$ cat src/rtl/cordic_lut_loader_if.sv
// -----------------------------------------------------------------------------
// cordic_lut_loader_if
//
// Purpose: bundles the two buses the LUT loader sits between.
//   Host stream : in_valid / in_data / in_ready. These are 48-bit LUT entries
//                 delivered in index order 0..63.
//   Core side   : lut_wen / lut_index / lut_data / core_reset carry the LUT
//                 write port and the core reset. core_wen_out is the core's
//                 output-valid flag.
//
// Modports:
//   master : the loader. It drives in_ready and the core LUT port, and
//            observes in_valid, in_data and core_wen_out.
//   slave  : the environment (host + CORDIC core). It has the opposite
//            directions.
// -----------------------------------------------------------------------------
interface cordic_lut_loader_if;
    logic        in_valid;
    logic [47:0] in_data;
    logic        in_ready;
    logic        lut_wen;      // active-low: 0 = write, 1 = run
    logic [5:0]  lut_index;
    logic [47:0] lut_data;
    logic        core_reset;   // active-low: 0 = core held in reset
    logic        core_wen_out;

    modport master (
        input  in_valid, in_data, core_wen_out,
        output in_ready, lut_wen, lut_index, lut_data, core_reset
    );

    modport slave (
        output in_valid, in_data, core_wen_out,
        input  in_ready, lut_wen, lut_index, lut_data, core_reset
    );
endinterface

$ cat src/rtl/cordic_lut_loader.sv
// -----------------------------------------------------------------------------
// cordic_lut_loader
//
// Purpose: streams 64 host-supplied 48-bit entries into a CORDIC core's LUT.
// The core is held in reset while the table is written. After the last entry
// there is one flush cycle and a two-cycle restart window. The core is then
// released, and the loader measures the cycles from release to the core's
// first valid output.
//
// Ports:
//   clk        : sole clock, rising edge.
//   reset      : asynchronous, active-high reset.
//   start      : one-cycle request to (re)load. It is honoured only in
//                IDLE and RUN.
//   bus        : cordic_lut_loader_if.master. It carries the host stream and
//                the core LUT write port / core reset / core_wen_out.
//   busy       : high while loading, flushing or restarting.
//   first_lat  : release-to-first-valid latency, saturating at 255.
//   done       : one-cycle pulse, coincident with a new first_lat value.
//
// All outputs come straight from flops. Each one is loaded from the value it
// must take in the *next* state, so it changes on the same edge as the state.
// -----------------------------------------------------------------------------
module cordic_lut_loader (
    input  logic                clk,
    input  logic                reset,
    input  logic                start,
    cordic_lut_loader_if.master bus,
    output logic                busy,
    output logic [7:0]          first_lat,
    output logic                done
);

    localparam logic [5:0] LAST_IDX = 6'd63;
    localparam logic [7:0] LAT_MAX  = 8'd255;

    typedef enum logic [2:0] {
        S_IDLE    = 3'd0,
        S_LOAD    = 3'd1,
        S_FLUSH   = 3'd2,
        S_RESTART = 3'd3,
        S_RUN     = 3'd4
    } state_t;

    state_t      r_state;
    state_t      w_next_state;

    logic [5:0]  r_wr_cnt;        // index of the next entry to accept
    logic        r_restart_cnt;   // 0 = first RESTART cycle, 1 = second
    logic [7:0]  r_lat_cnt;       // RUN cycles seen without core_wen_out
    logic        r_captured;      // latency already captured for this run

    logic        r_in_ready;
    logic        r_lut_wen;
    logic [5:0]  r_lut_index;
    logic [47:0] r_lut_data;
    logic        r_core_reset;
    logic        r_busy;
    logic [7:0]  r_first_lat;
    logic        r_done;

    logic        w_accept;
    logic        w_capture;
    logic        w_enter_load;
    logic        w_enter_run;
    logic        w_in_ready_nxt;
    logic        w_lut_wen_nxt;
    logic        w_core_reset_nxt;
    logic        w_busy_nxt;

    // r_in_ready is high only in LOAD, so it alone qualifies the handshake.
    // A start in IDLE that arrives with in_valid therefore cannot slip an
    // entry in.
    assign w_accept  = r_in_ready & bus.in_valid;

    // core_wen_out only matters in RUN, and only until the first capture.
    assign w_capture = (r_state == S_RUN) & bus.core_wen_out & ~r_captured;

    assign w_enter_load = (w_next_state == S_LOAD) && (r_state != S_LOAD);
    assign w_enter_run  = (w_next_state == S_RUN)  && (r_state != S_RUN);

    // -------------------------------------------------------------------------
    // Next-state and next-output decode
    // -------------------------------------------------------------------------
    always_comb begin
        // NOTE: every signal gets a default before any branch, so no path
        // leaves a value unassigned and no latch is inferred.
        w_next_state     = r_state;
        w_in_ready_nxt   = 1'b0;
        w_lut_wen_nxt    = 1'b1;
        w_core_reset_nxt = 1'b0;
        w_busy_nxt       = 1'b0;

        case (r_state)
            S_IDLE: begin
                if (start) w_next_state = S_LOAD;
            end
            S_LOAD: begin
                // start is deliberately not examined here.
                if (w_accept && (r_wr_cnt == LAST_IDX)) w_next_state = S_FLUSH;
            end
            S_FLUSH: begin
                w_next_state = S_RESTART;
            end
            S_RESTART: begin
                if (r_restart_cnt) w_next_state = S_RUN;
            end
            S_RUN: begin
                if (start) w_next_state = S_LOAD;
            end
            default: begin
                w_next_state = S_IDLE;
            end
        endcase

        // NOTE: blocking assignments are correct in combinational logic.
        // This case reads the w_next_state value just computed above.
        case (w_next_state)
            S_LOAD: begin
                w_in_ready_nxt = 1'b1;
                w_lut_wen_nxt  = 1'b0;
                w_busy_nxt     = 1'b1;
            end
            S_FLUSH: begin
                // The LUT stays in write mode for one extra cycle, so that
                // entry 63 is written with a full cycle of settled address
                // and data.
                w_lut_wen_nxt  = 1'b0;
                w_busy_nxt     = 1'b1;
            end
            S_RESTART: begin
                w_busy_nxt     = 1'b1;
            end
            S_RUN: begin
                w_core_reset_nxt = 1'b1;
            end
            default: begin
                // IDLE: run mode with the core held in reset (the defaults).
            end
        endcase
    end

    // -------------------------------------------------------------------------
    // State register
    // -------------------------------------------------------------------------
    always_ff @(posedge clk or posedge reset) begin
        // NOTE: clocked state uses non-blocking assignments, so every flop
        // samples the pre-edge values regardless of statement order.
        if (reset) r_state <= S_IDLE;
        else       r_state <= w_next_state;
    end

    // -------------------------------------------------------------------------
    // Write path: entry counter and LUT write port
    // -------------------------------------------------------------------------
    always_ff @(posedge clk or posedge reset) begin
        // NOTE: lut_index/lut_data are ordinary output flops, not a memory.
        // They drive the core directly and need a defined value out of
        // reset, so they are reset like everything else.
        if (reset) begin
            r_wr_cnt     <= 6'd0;
            r_lut_index  <= 6'd0;
            r_lut_data   <= 48'd0;
            r_in_ready   <= 1'b0;
            r_lut_wen    <= 1'b1;
            r_core_reset <= 1'b0;
            r_busy       <= 1'b0;
        end else begin
            r_in_ready   <= w_in_ready_nxt;
            r_lut_wen    <= w_lut_wen_nxt;
            r_core_reset <= w_core_reset_nxt;
            r_busy       <= w_busy_nxt;

            if (w_enter_load) begin
                r_wr_cnt <= 6'd0;
            end else if (w_accept) begin
                // Entry 63 wraps the counter back to 0.
                r_wr_cnt    <= r_wr_cnt + 6'd1;
                r_lut_index <= r_wr_cnt;
                r_lut_data  <= bus.in_data;
            end
            // Between accepts, index/data simply hold. The core may rewrite
            // the same entry while the host stalls; that is harmless.
        end
    end

    // -------------------------------------------------------------------------
    // Restart window: two cycles with the core still in reset
    // -------------------------------------------------------------------------
    always_ff @(posedge clk or posedge reset) begin
        if (reset)                       r_restart_cnt <= 1'b0;
        else if (r_state == S_RESTART)   r_restart_cnt <= ~r_restart_cnt;
        else                             r_restart_cnt <= 1'b0;
    end

    // -------------------------------------------------------------------------
    // First-output latency measurement
    // -------------------------------------------------------------------------
    always_ff @(posedge clk or posedge reset) begin
        if (reset) begin
            r_lat_cnt   <= 8'd0;
            r_captured  <= 1'b0;
            r_first_lat <= 8'd0;
            r_done      <= 1'b0;
        end else begin
            r_done <= w_capture;

            if (w_enter_run) begin
                // The first RUN cycle sees a count of 0. first_lat keeps the
                // previous result until a new capture replaces it.
                r_lat_cnt  <= 8'd0;
                r_captured <= 1'b0;
            end else if (w_capture) begin
                r_captured  <= 1'b1;
                r_first_lat <= r_lat_cnt;
            end else if ((r_state == S_RUN) && !r_captured && (r_lat_cnt != LAT_MAX)) begin
                r_lat_cnt <= r_lat_cnt + 8'd1;
            end
        end
    end

    // -------------------------------------------------------------------------
    // Output drive
    // -------------------------------------------------------------------------
    assign bus.in_ready   = r_in_ready;
    assign bus.lut_wen    = r_lut_wen;
    assign bus.lut_index  = r_lut_index;
    assign bus.lut_data   = r_lut_data;
    assign bus.core_reset = r_core_reset;
    assign busy           = r_busy;
    assign first_lat      = r_first_lat;
    assign done           = r_done;

endmodule

$ cat src/flat_wrapper.sv
// flat-port wrapper written by rule: the top's interface ports become plain ports
module cordic_lut_loader_flat 
  (clk, reset, start, busy, first_lat, done, bus_in_valid, bus_in_data, bus_core_wen_out, bus_in_ready, bus_lut_wen, bus_lut_index, bus_lut_data, bus_core_reset);
  cordic_lut_loader_if bus_i ();
  input  logic clk;
  input  logic reset;
  input  logic start;
  output logic busy;
  output logic [7:0] first_lat;
  output logic done;
  input wire logic [$bits(bus_i.in_valid)-1:0] bus_in_valid;
  input wire logic [$bits(bus_i.in_data)-1:0] bus_in_data;
  input wire logic [$bits(bus_i.core_wen_out)-1:0] bus_core_wen_out;
  output wire logic [$bits(bus_i.in_ready)-1:0] bus_in_ready;
  output wire logic [$bits(bus_i.lut_wen)-1:0] bus_lut_wen;
  output wire logic [$bits(bus_i.lut_index)-1:0] bus_lut_index;
  output wire logic [$bits(bus_i.lut_data)-1:0] bus_lut_data;
  output wire logic [$bits(bus_i.core_reset)-1:0] bus_core_reset;
  assign bus_i.in_valid = bus_in_valid;
  assign bus_i.in_data = bus_in_data;
  assign bus_i.core_wen_out = bus_core_wen_out;
  assign bus_in_ready = bus_i.in_ready;
  assign bus_lut_wen = bus_i.lut_wen;
  assign bus_lut_index = bus_i.lut_index;
  assign bus_lut_data = bus_i.lut_data;
  assign bus_core_reset = bus_i.core_reset;
  cordic_lut_loader u_core (.clk(clk), .reset(reset), .start(start), .bus(bus_i), .busy(busy), .first_lat(first_lat), .done(done));
endmodule
$ cat config.mk
export PLATFORM = sky130hd
export DESIGN_NAME = cordic_lut_loader_flat
export DESIGN_NICKNAME = d
export VERILOG_FILES = /design/src/rtl/cordic_lut_loader_if.sv /design/src/rtl/cordic_lut_loader.sv /design/src/flat_wrapper.sv
export SDC_FILE = /design/constraint.sdc
export NUM_CORES = 1
export LEC_CHECK = 0
export CORE_MARGIN = 1.5
export CORE_UTILIZATION = 40
export CTS_CLUSTER_DIAMETER = 150
export CTS_CLUSTER_SIZE = 30
export DETAILED_ROUTE_END_ITERATION = 8
export GPL_ROUTABILITY_DRIVEN = 0
export PLACE_DENSITY = 0.74
export SYNTH_ARGS = -nofsm -noshare
export SYNTH_HDL_FRONTEND = slang
export SYNTH_SLANG_ARGS = --single-unit
$ cat constraint.sdc
create_clock -name clk -period 2.36 [get_ports clk]
set_input_delay 0.236 -clock clk [delete_from_list [all_inputs] [get_ports clk]]
set_output_delay 0.236 -clock clk [all_outputs]
set_load 0.1 [all_outputs]
# After elaboration in Yosys (flattened, before gate mapping)
# Index checks and enable logic that the tools add are counted.
[word_totals] mem_bits_rw=0 memories=0 input_bits=53 romBits=0 out_inout_bits=67 word_cells=67 ff_bits=86 latchBits=0
[classes] n_mul=0 shift=0 n_mux=16 addsub=2 div_mod_pow=0 n_eq_ne=13 n_reduce_logical=16 order_cmp=0 bitwise=7
[ops] cell="two-way mux 8 bit" n=3
[ops] cell="equality test 3 x 2 -> 1 bit (second input constant)" n=4
[ops] cell="two-way mux 6 bit" n=2
[ops] cell="case mux 3 bit (4 select lines)" n=1
[ops] cell="two-way mux 3 bit" n=3
[ops] cell="adder 8 x 1 -> 8 bit (second input constant)" n=1
[ops] cell="inequality test 8 bit (second input constant)" n=1
[ops] cell="two-way mux 1 bit" n=7
[ops] cell="adder 6 x 1 -> 6 bit (second input constant)" n=1
[ops] cell="equality test 3 x 1 -> 1 bit (second input constant)" n=2
[ops] cell="equality test 3 bit (second input constant)" n=2
[ops] cell="equality test 6 bit (second input constant)" n=1
[ops] cell="AND reduction 2 bit" n=3
[ops] cell="nonzero test 2 bit" n=3
[ops] cell="logical AND 1 bit" n=5
[ops] cell="NOT 1 bit" n=4
[ops] cell="OR reduction 2 bit" n=2
[ops] cell="bitwise AND 1 bit" n=3
[ops] cell="logical NOT 3 bit" n=1
[ops] cell="inequality test 3 x 1 -> 1 bit (second input constant)" n=1
[ops] cell="inequality test 3 bit (second input constant)" n=1
[ops] cell="OR reduction 3 bit" n=1
[ops] cell="inequality test 2 bit (second input constant)" n=1
[ops] cell="logical NOT 1 bit" n=1

# Longest topological paths before layout
# Gate-level depths: netlist (run 1).
[depth] depth_word=8 depth_mapped=6

# Least setup slack after synthesis (run 1)
# OpenSTA, ideal clock, no wires.
[synth_timing] path_kind="reg-to-reg" startpoint="reg u_core.r_in_ready (netlist: u_core.bus.in_ready)" endpoint="reg u_core.r_lut_data[0] (netlist: u_core.bus.lut_data[0])" path_slack_ns=0.070 required_ns=2.235 n_path_buf=1 arrival_time_ns=2.165 stages_incl_launch_ff=5 cell_sequence="dfrtp_1 > nand2_1 > nor2_1 > buf_2 > mux2_2"
[synth_via] elab_chain_len=8
[synth_rtl] element="from (decl)" line="cordic_lut_loader.sv:53" source="logic r_in_ready;"
[synth_rtl] element="from (signal assigned)" line="cordic_lut_loader.sv:169" source="r_in_ready <= w_in_ready_nxt;"
[synth_rtl] element="bitwise AND 1 bit (*)" line="cordic_lut_loader.sv:74" source="assign w_accept = r_in_ready & bus.in_valid;"
[synth_rtl] element="logical AND 1 bit" line="cordic_lut_loader.sv:100" source="if (w_accept && (r_wr_cnt == LAST_IDX)) w_next_state = S_FLUSH;"
[synth_rtl] element="two-way mux 3 bit" line="cordic_lut_loader.sv:100"
[synth_rtl] element="case mux 3 bit (4 select lines)" line="cordic_lut_loader.sv:94" source="case (r_state)"
[synth_rtl] element="equality test 3 x 1 -> 1 bit" line="cordic_lut_loader.sv:79" source="assign w_enter_load = (w_next_state == S_LOAD) && (r_state != S_LOAD);"
[synth_rtl] element="logical AND 1 bit" line="cordic_lut_loader.sv:79"
[synth_rtl] element="NOT 1 bit (no line)"
[synth_rtl] element="AND reduction 2 bit (no line) (*)"
[synth_rtl] element="to (signal assigned)" line="cordic_lut_loader.sv:180" source="r_lut_data <= bus.in_data;"
[synth_rtl] element="to (decl)" line="cordic_lut_loader.sv:56" source="logic [47:0] r_lut_data;"
# Mark *: on every way between the ends. The rest lies on a longest branch, timed or not.
# A chain may end at the register's enable or synchronous reset.

# Worst setup path after layout (run 1)
[layout_timing] startpoint="reg u_core.r_state[0]" endpoint="reg u_core.r_lat_cnt[4]"
[layout_via] elab_chain_len=7
[layout_rtl] element="from (decl)" line="cordic_lut_loader.sv:45" source="state_t r_state;"
[layout_rtl] element="from (signal assigned)" line="cordic_lut_loader.sv:150" source="else r_state <= w_next_state;"
[layout_rtl] element="equality test 3 bit / logical NOT 3 bit (equally long branches)" line="cordic_lut_loader.sv:77, cordic_lut_loader.sv:94, cordic_lut_loader.sv:216"
[layout_rtl] element="OR reduction 2 bit (no line)"
[layout_rtl] element="case mux 3 bit (4 select lines)" line="cordic_lut_loader.sv:94"
[layout_rtl] element="equality test 3 bit" line="cordic_lut_loader.sv:80" source="assign w_enter_run = (w_next_state == S_RUN) && (r_state != S_RUN);"
[layout_rtl] element="logical AND 1 bit" line="cordic_lut_loader.sv:80"
[layout_rtl] element="inequality test 2 bit (no line) / nonzero test 2 bit (equally long branches)"
[layout_rtl] element="AND reduction 2 bit (no line)"
[layout_rtl] element="to (signal assigned)" line="cordic_lut_loader.sv:217" source="r_lat_cnt <= r_lat_cnt + 8'd1;"
[layout_rtl] element="to (decl)" line="cordic_lut_loader.sv:50" source="logic [7:0] r_lat_cnt;"
# Several ways; a longest one is shown, not always the timed one.

==> impl_metrics.json, run 1 <==
{
  "drc": 0,
  "ios": 120,
  "final_nets": 426,
  "busiest_layer": "met2",
  "path_clk_slew_ns": 0.09,
  "hold_buffers": 0,
  "chipHeight_um": 95.5,
  "worstPathRequired_ns": 2.63,
  "start_util_pct": 41.4,
  "avgSynthCellArea_um2": 14.0,
  "port_buffers": 119,
  "drive_gt1_share_pct": 40.4,
  "diodes": 0,
  "vias": 2346,
  "start_kind": "flip-flop",
  "p_leak_nw": 2.23,
  "finClkSkew_ns": 0.0105,
  "routed_wirelength_um": 6960,
  "status": "completed",
  "grt_use_total_pct": 15.1,
  "rsz0062_at_grt": "false",
  "cp-end-kind": "flip-flop",
  "worstMarginPinSlew_ns": 0.651,
  "yosysSeqAreaShare_pct": 63.0,
  "rows": 33,
  "hpwlAfterDp_um": 5000,
  "ys.flop_type": "dfrtp_1",
  "slew_violations": 0,
  "routed_via_density": 4.88,
  "dieArea_um2": 9110,
  "tns_ns": 0,
  "yosys.area.top_type": "dfrtp_1",
  "final-setup-viol-count": 0,
  "dp_cells": 465,
  "drt-pass1-iter-count": 4,
  "fill_cells": 675,
  "post_drt_wl_per_cell_um": 14.5,
  "grt_use_met2_pct": 25.0,
  "dieWidth_um": 95.5,
  "grt_pass1_wl_um": 10400,
  "synth_edf_count": 0,
  "power_density_nw_per_um2": 1090,
  "antenna_found_initial": 0,
  "synth_area_leaders": "dfrtp_1, mux2_2, nand2_1",
  "netlist_area_um2": 3420,
  "cts_resized": 0,
  "cts-buffers-inserted": 9,
  "max_slew_margin_pct": 56.6,
  "drt_iter0_drc": 41,
  "fmax_mhz": 504,
  "grt_max_degree": 55,
  "cts_tree": "done",
  "utilization_pct": 58.3,
  "clockBufferDepth": 2,
  "syn_to_final_growth_pct": 40.9,
  "synth_top_area_share_pct": 62.2,
  "ir_drop_mv": 0.401,
  "cts-htree-levels": 3,
  "use_met3_pct": 5.10,
  "finalCriticalPeriod_ns": 1.98,
  "min-delay-path-class": "in2async",
  "hold_viol_final": 0,
  "synth_cells": 245,
  "cts_root_buf": "clkbuf_8",
  "cp_max_fo": 10,
  "synth_most_common_cell": "dfrtp_1",
  "fin_crit_sh_pct": 84.0,
  "use_met1_pct": 17.8,
  "critPathKind": "reg2reg",
  "synthTopCellsByCount": "dfrtp_1, mux2_2, nand2_1, nor2_1, nand3_1",
  "clk_latency_ns": 0.34,
  "cts_sinks": 86,
  "ant_nets": 0,
  "syn_nets": 300,
  "maxCapViolCount": 0,
  "synth_cell_types": 33,
  "core_um2": 8260,
  "worst_ep_arrival_time_ns": 2.25,
  "cts_setup_buffers": 0,
  "ys_warn_count": 0,
  "instances_no_fill": 481,
  "grt_pass1_vias": 2210,
  "synth-async-reset-ratio_pct": 100,
  "ys_ff_latch": 86,
  "grt-ovfl-total": 0
}
[sequential cells by signal, indices dropped and copies added (netlist names)]
register,cells
u_core.bus.lut_data,48
u_core.done,1
u_core.r_lat_cnt,8
u_core.first_lat,8
u_core.r_wr_cnt,6
u_core.bus.lut_index,6
u_core.bus.lut_wen,1
u_core.r_state,3
u_core.busy,1
u_core.r_restart_cnt,1
u_core.bus.in_ready,1
u_core.bus.core_reset,1
u_core.r_captured,1
[report_power, final]
part,leakage (nW),internal (mW),switching [mW]
Clock,0.114,0.708,0.505
Sequential,1.03,1.70,0.143
Combinational,1.08,0.529,1.66
Total,2.23,2.94,2.31
[metrics by stage]
| step | instance area (um^2) | hold slack, ns | setup WS (ns) | power [mW] |
|---|---|---|---|---|
| 2_1_floorplan | 3420 | 0.320 | 0.0698 | 3.56 |
| 3_3_place_gp | 4580 | 0.463 | 0.432 | 4.05 |
| 3_5_place_dp | 4580 | 0.474 | 0.382 | 4.08 |
| 4_1_cts | 4820 | 0.366 | 0.370 | 5.30 |
| 5_1_grt | 4820 | 0.429 | 0.287 | 5.44 |
| 6_report | 4820 | 0.375 | 0.378 | 5.25 |
[worst max-delay path, cell delays in order, from the launching register on]
cell and delay [ns]:
dfrtp_1 0.47, or4b_4 0.56, a211o_1 0.36, or3_1 0.38, a21oi_1 0.15
[layout make-up]
class	count	area [um^2]	share of cell area [%]
Timing Repair Buffer	124	1070	22.3
Tap cell	105	131	2.73
Clock buffer	11	131	2.73
Multi-Input combinational cell	143	1190	24.7
Inverter	7	30.0	0.623
Clock inverter	5	106	2.21
Sequential cell	86	2150	44.7
[final timing paths]
path | cells past startpoint | start | slack, ns | endpoint
worst max-delay path | 4 | u_core.r_state[0] | 0.38 | u_core.r_lat_cnt[4]
worst min-delay path | 3 | reset | 0.37 | u_core.first_lat[4]
worst max register to register | 4 | u_core.r_state[0] | 0.38 | u_core.r_lat_cnt[4]
worst min register to register | 1 | u_core.r_restart_cnt | 0.49 | u_core.r_restart_cnt
max in group asynchronous | 3 | reset | 1.44 | u_core.r_wr_cnt[1]
min in group clk | 1 | u_core.r_restart_cnt | 0.49 | u_core.r_restart_cnt
[metal layers]
layer	up-vias	share of wire, %	wire length (um)
li1	1118	-	-
met1	1128	43	3000
met4	0	1.6	114
met3	13	9.3	648
met2	87	46	3190
met5	-	0	0
[placed cells by master, fill, tap and decap left out, types with 2 or more instances in the layout]
cell type,netlist,final
bufinv_16,0,3
nand2_1,14,14
mux2_2,62,62
buf_4,0,71
clkbuf_8,0,9
nor2_1,10,9
clkbuf_1,2,2
nor3_1,3,3
dfrtp_1,85,85
o41ai_1,2,2
ha_1,2,2
nand4_1,2,2
clkdlybuf4s50_1,0,52
mux2i_1,3,3
nand3_1,8,8
and3_1,3,3
inv_1,7,6
xor2_1,6,6
or3_1,3,3
o21ai_0,3,3
clkinvlp_4,0,2
and2_1,2,2
a21oi_1,6,6
nor2b_1,2,2
nand2b_1,2,2
[cells by family (layout without fill, tap and decap cells)]
| group | after synthesis | after routing | share of synthesized area, % |
|---|---|---|---|
| xor+xnor | 6 | 6 | 1.54 |
| mux | 65 | 65 | 21.3 |
| buf+inv | 16 | 147 | 2.38 |
| simple gates | 52 | 52 | 7.65 |
| flops | 86 | 86 | 63.0 |
| fa+ha+maj | 2 | 2 | 0.732 |
| compound gates | 18 | 18 | 3.44 |
(Power assumes the default switching activity.)
==> run 2: changes to the inputs <==
- clock period: 2.36 -> 1.78 ns (I/O delays scaled with it)
==> impl_metrics.json, run 2 (synthesis results as in run 1) <==
{
  "status": "completed",
  "layout_common_cells": "dfrtp_1, buf_4, mux2_2",
  "drt_iter0_drc": 71,
  "antenna_found_initial": 0,
  "largest_reg_flops": 48,
  "cts_sinks": 86,
  "drt-pass1-iter-count": 6,
  "post_dp_cell_area_um2": 4750,
  "worst_ep_arrival_time_ns": 2.05,
  "p_int_mw": 3.66,
  "fill_cells": 647,
  "clockBufferDepth": 2,
  "dp_cells": 481,
  "max_slew_margin_pct": 74.9,
  "final-setup-viol-count": 0,
  "routed_wirelength_um": 7240,
  "path_clk_slew_ns": 0.08,
  "timing.hold.ws_ns": 0.251,
  "grt_pass1_vias": 2361,
  "worstMarginPinSlew_ns": 0.372,
  "start_kind": "flip-flop",
  "cts-htree-levels": 3,
  "ir_drop_mv": 0.566,
  "pre_cts_slack_ns": -0.0343,
  "tns_ns": 0,
  "fin_ws_ns": 0.00649,
  "maxCapViolCount": 0,
  "routed_via_density": 4.90,
  "cts_root_buf": "clkbuf_8",
  "finClkSkew_ns": 0.00842,
  "instances_no_fill": 496,
  "grt_use_total_pct": 16.1,
  "rows": 33,
  "fmax_mhz": 564,
  "dieWidth_um": 95.5,
  "dieArea_um2": 9110,
  "p_leak_nw": 2.32,
  "grt_pass1_wl_um": 11200,
  "p_sw_mw": 3.05,
  "cts-buffers-inserted": 9,
  "ant_nets": 0,
  "crit_start": "u_core.r_captured",
  "slew_violations": 0,
  "ios": 120,
  "hold_buffers": 0,
  "vias": 2429,
  "start_util_pct": 41.4,
  "rsz0062_at_grt": "true",
  "grt_max_degree": 51,
  "total_power_mw": 6.71,
  "switching_share_pct": 45.4,
  "clk_latency_ns": 0.35,
  "cp-end-kind": "flip-flop",
  "p_seq_share_pct": 36.5,
  "port_buffers": 119,
  "combPwrFrac_pct": 44.0,
  "diodes": 0,
  "utilization_pct": 60.5,
  "fin_crit_sh_pct": 99.6,
  "min-delay-path-class": "in2async",
  "hpwlAfterDp_um": 5320,
  "fin_area_um2": 4990,
  "worstPathRequired_ns": 2.06,
  "critPathKind": "reg2reg",
  "drive_gt1_share_pct": 45.5,
  "rr_startpoint": "u_core.r_captured",
  "hold_viol_final": 0,
  "clkPwrFrac_pct": 19.6,
  "syn_to_final_growth_pct": 46.1,
  "core_um2": 8260,
  "cts_tree": "done",
  "post_drt_wl_per_cell_um": 14.6,
  "finalCriticalPeriod_ns": 1.77,
  "layout_commonest_cell": "dfrtp_1",
  "cp_max_fo": 8,
  "chipHeight_um": 95.5,
  "power_density_nw_per_um2": 1340,
  "final_nets": 443,
  "drc": 0,
  "grt-ovfl-total": 0
}
[run 2: path summary, 6_finish.rpt]
kind                                                to  slack [ns]  depth (start not counted)
min in group clk                u_core.bus.lut_data[9]        0.43                          2
worst max-delay path               u_core.r_lat_cnt[2]       0.006                          4
max in group asynchronous          u_core.bus.in_ready        1.25                          3
worst max register to register     u_core.r_lat_cnt[2]       0.006                          4
worst min register to register    u_core.r_restart_cnt        0.50                          1
worst min-delay path            u_core.bus.lut_data[3]        0.25                          3
[run 2: final cells by class]
type                       instances  area (um^2)  share of cell area [%]
clock buffer                      10          138                    2.76
clock inverter                     4         48.8                   0.977
inverter                           7         30.0                   0.601
multi-input combinational        143         1230                    24.6
sequential                        86         2160                    43.2
tap                              105          131                    2.63
timing repair buffer             141         1260                    25.2
[run 2: power groups by stage]
stage | combinational [mW] | sequential [mW] | clock (mW)
after floorplan | 0.442 | 4.28 | 0
after global placement | 2.94 | 2.47 | 0
after detailed placement | 2.96 | 2.49 | 0
after CTS | 2.97 | 2.45 | 1.36
after global routing | 3.05 | 2.49 | 1.45
final | 2.95 | 2.45 | 1.31
[run 2: metal layers]
| layer | up-vias | wire length, um | part of all wire (%) | track usage (%) |
|---|---|---|---|---|
| met5 | - | 0 | 0 | 0 |
| met4 | 0 | 67 | 0.93 | 6.00 |
| met3 | 8 | 562 | 7.8 | 5.10 |
| met2 | 86 | 3520 | 49 | 26.5 |
| met1 | 1190 | 3080 | 43 | 19.9 |
| li1 | 1145 | - | - | - |
[run 2: timing repair]
action | 4_1_cts | 5_1_grt
setup buffers | 0 | 1
gates resized for setup | 4 | 7
endpoints found under the setup margin | 4 | 13
pin swaps | 4 | 1
[run 2: critical path, stage by stage, from the launching register on]
cell	delay, ns
dfrtp_1	0.38
or4b_4	0.55
a211o_4	0.32
or3_4	0.33
a21oi_2	0.12
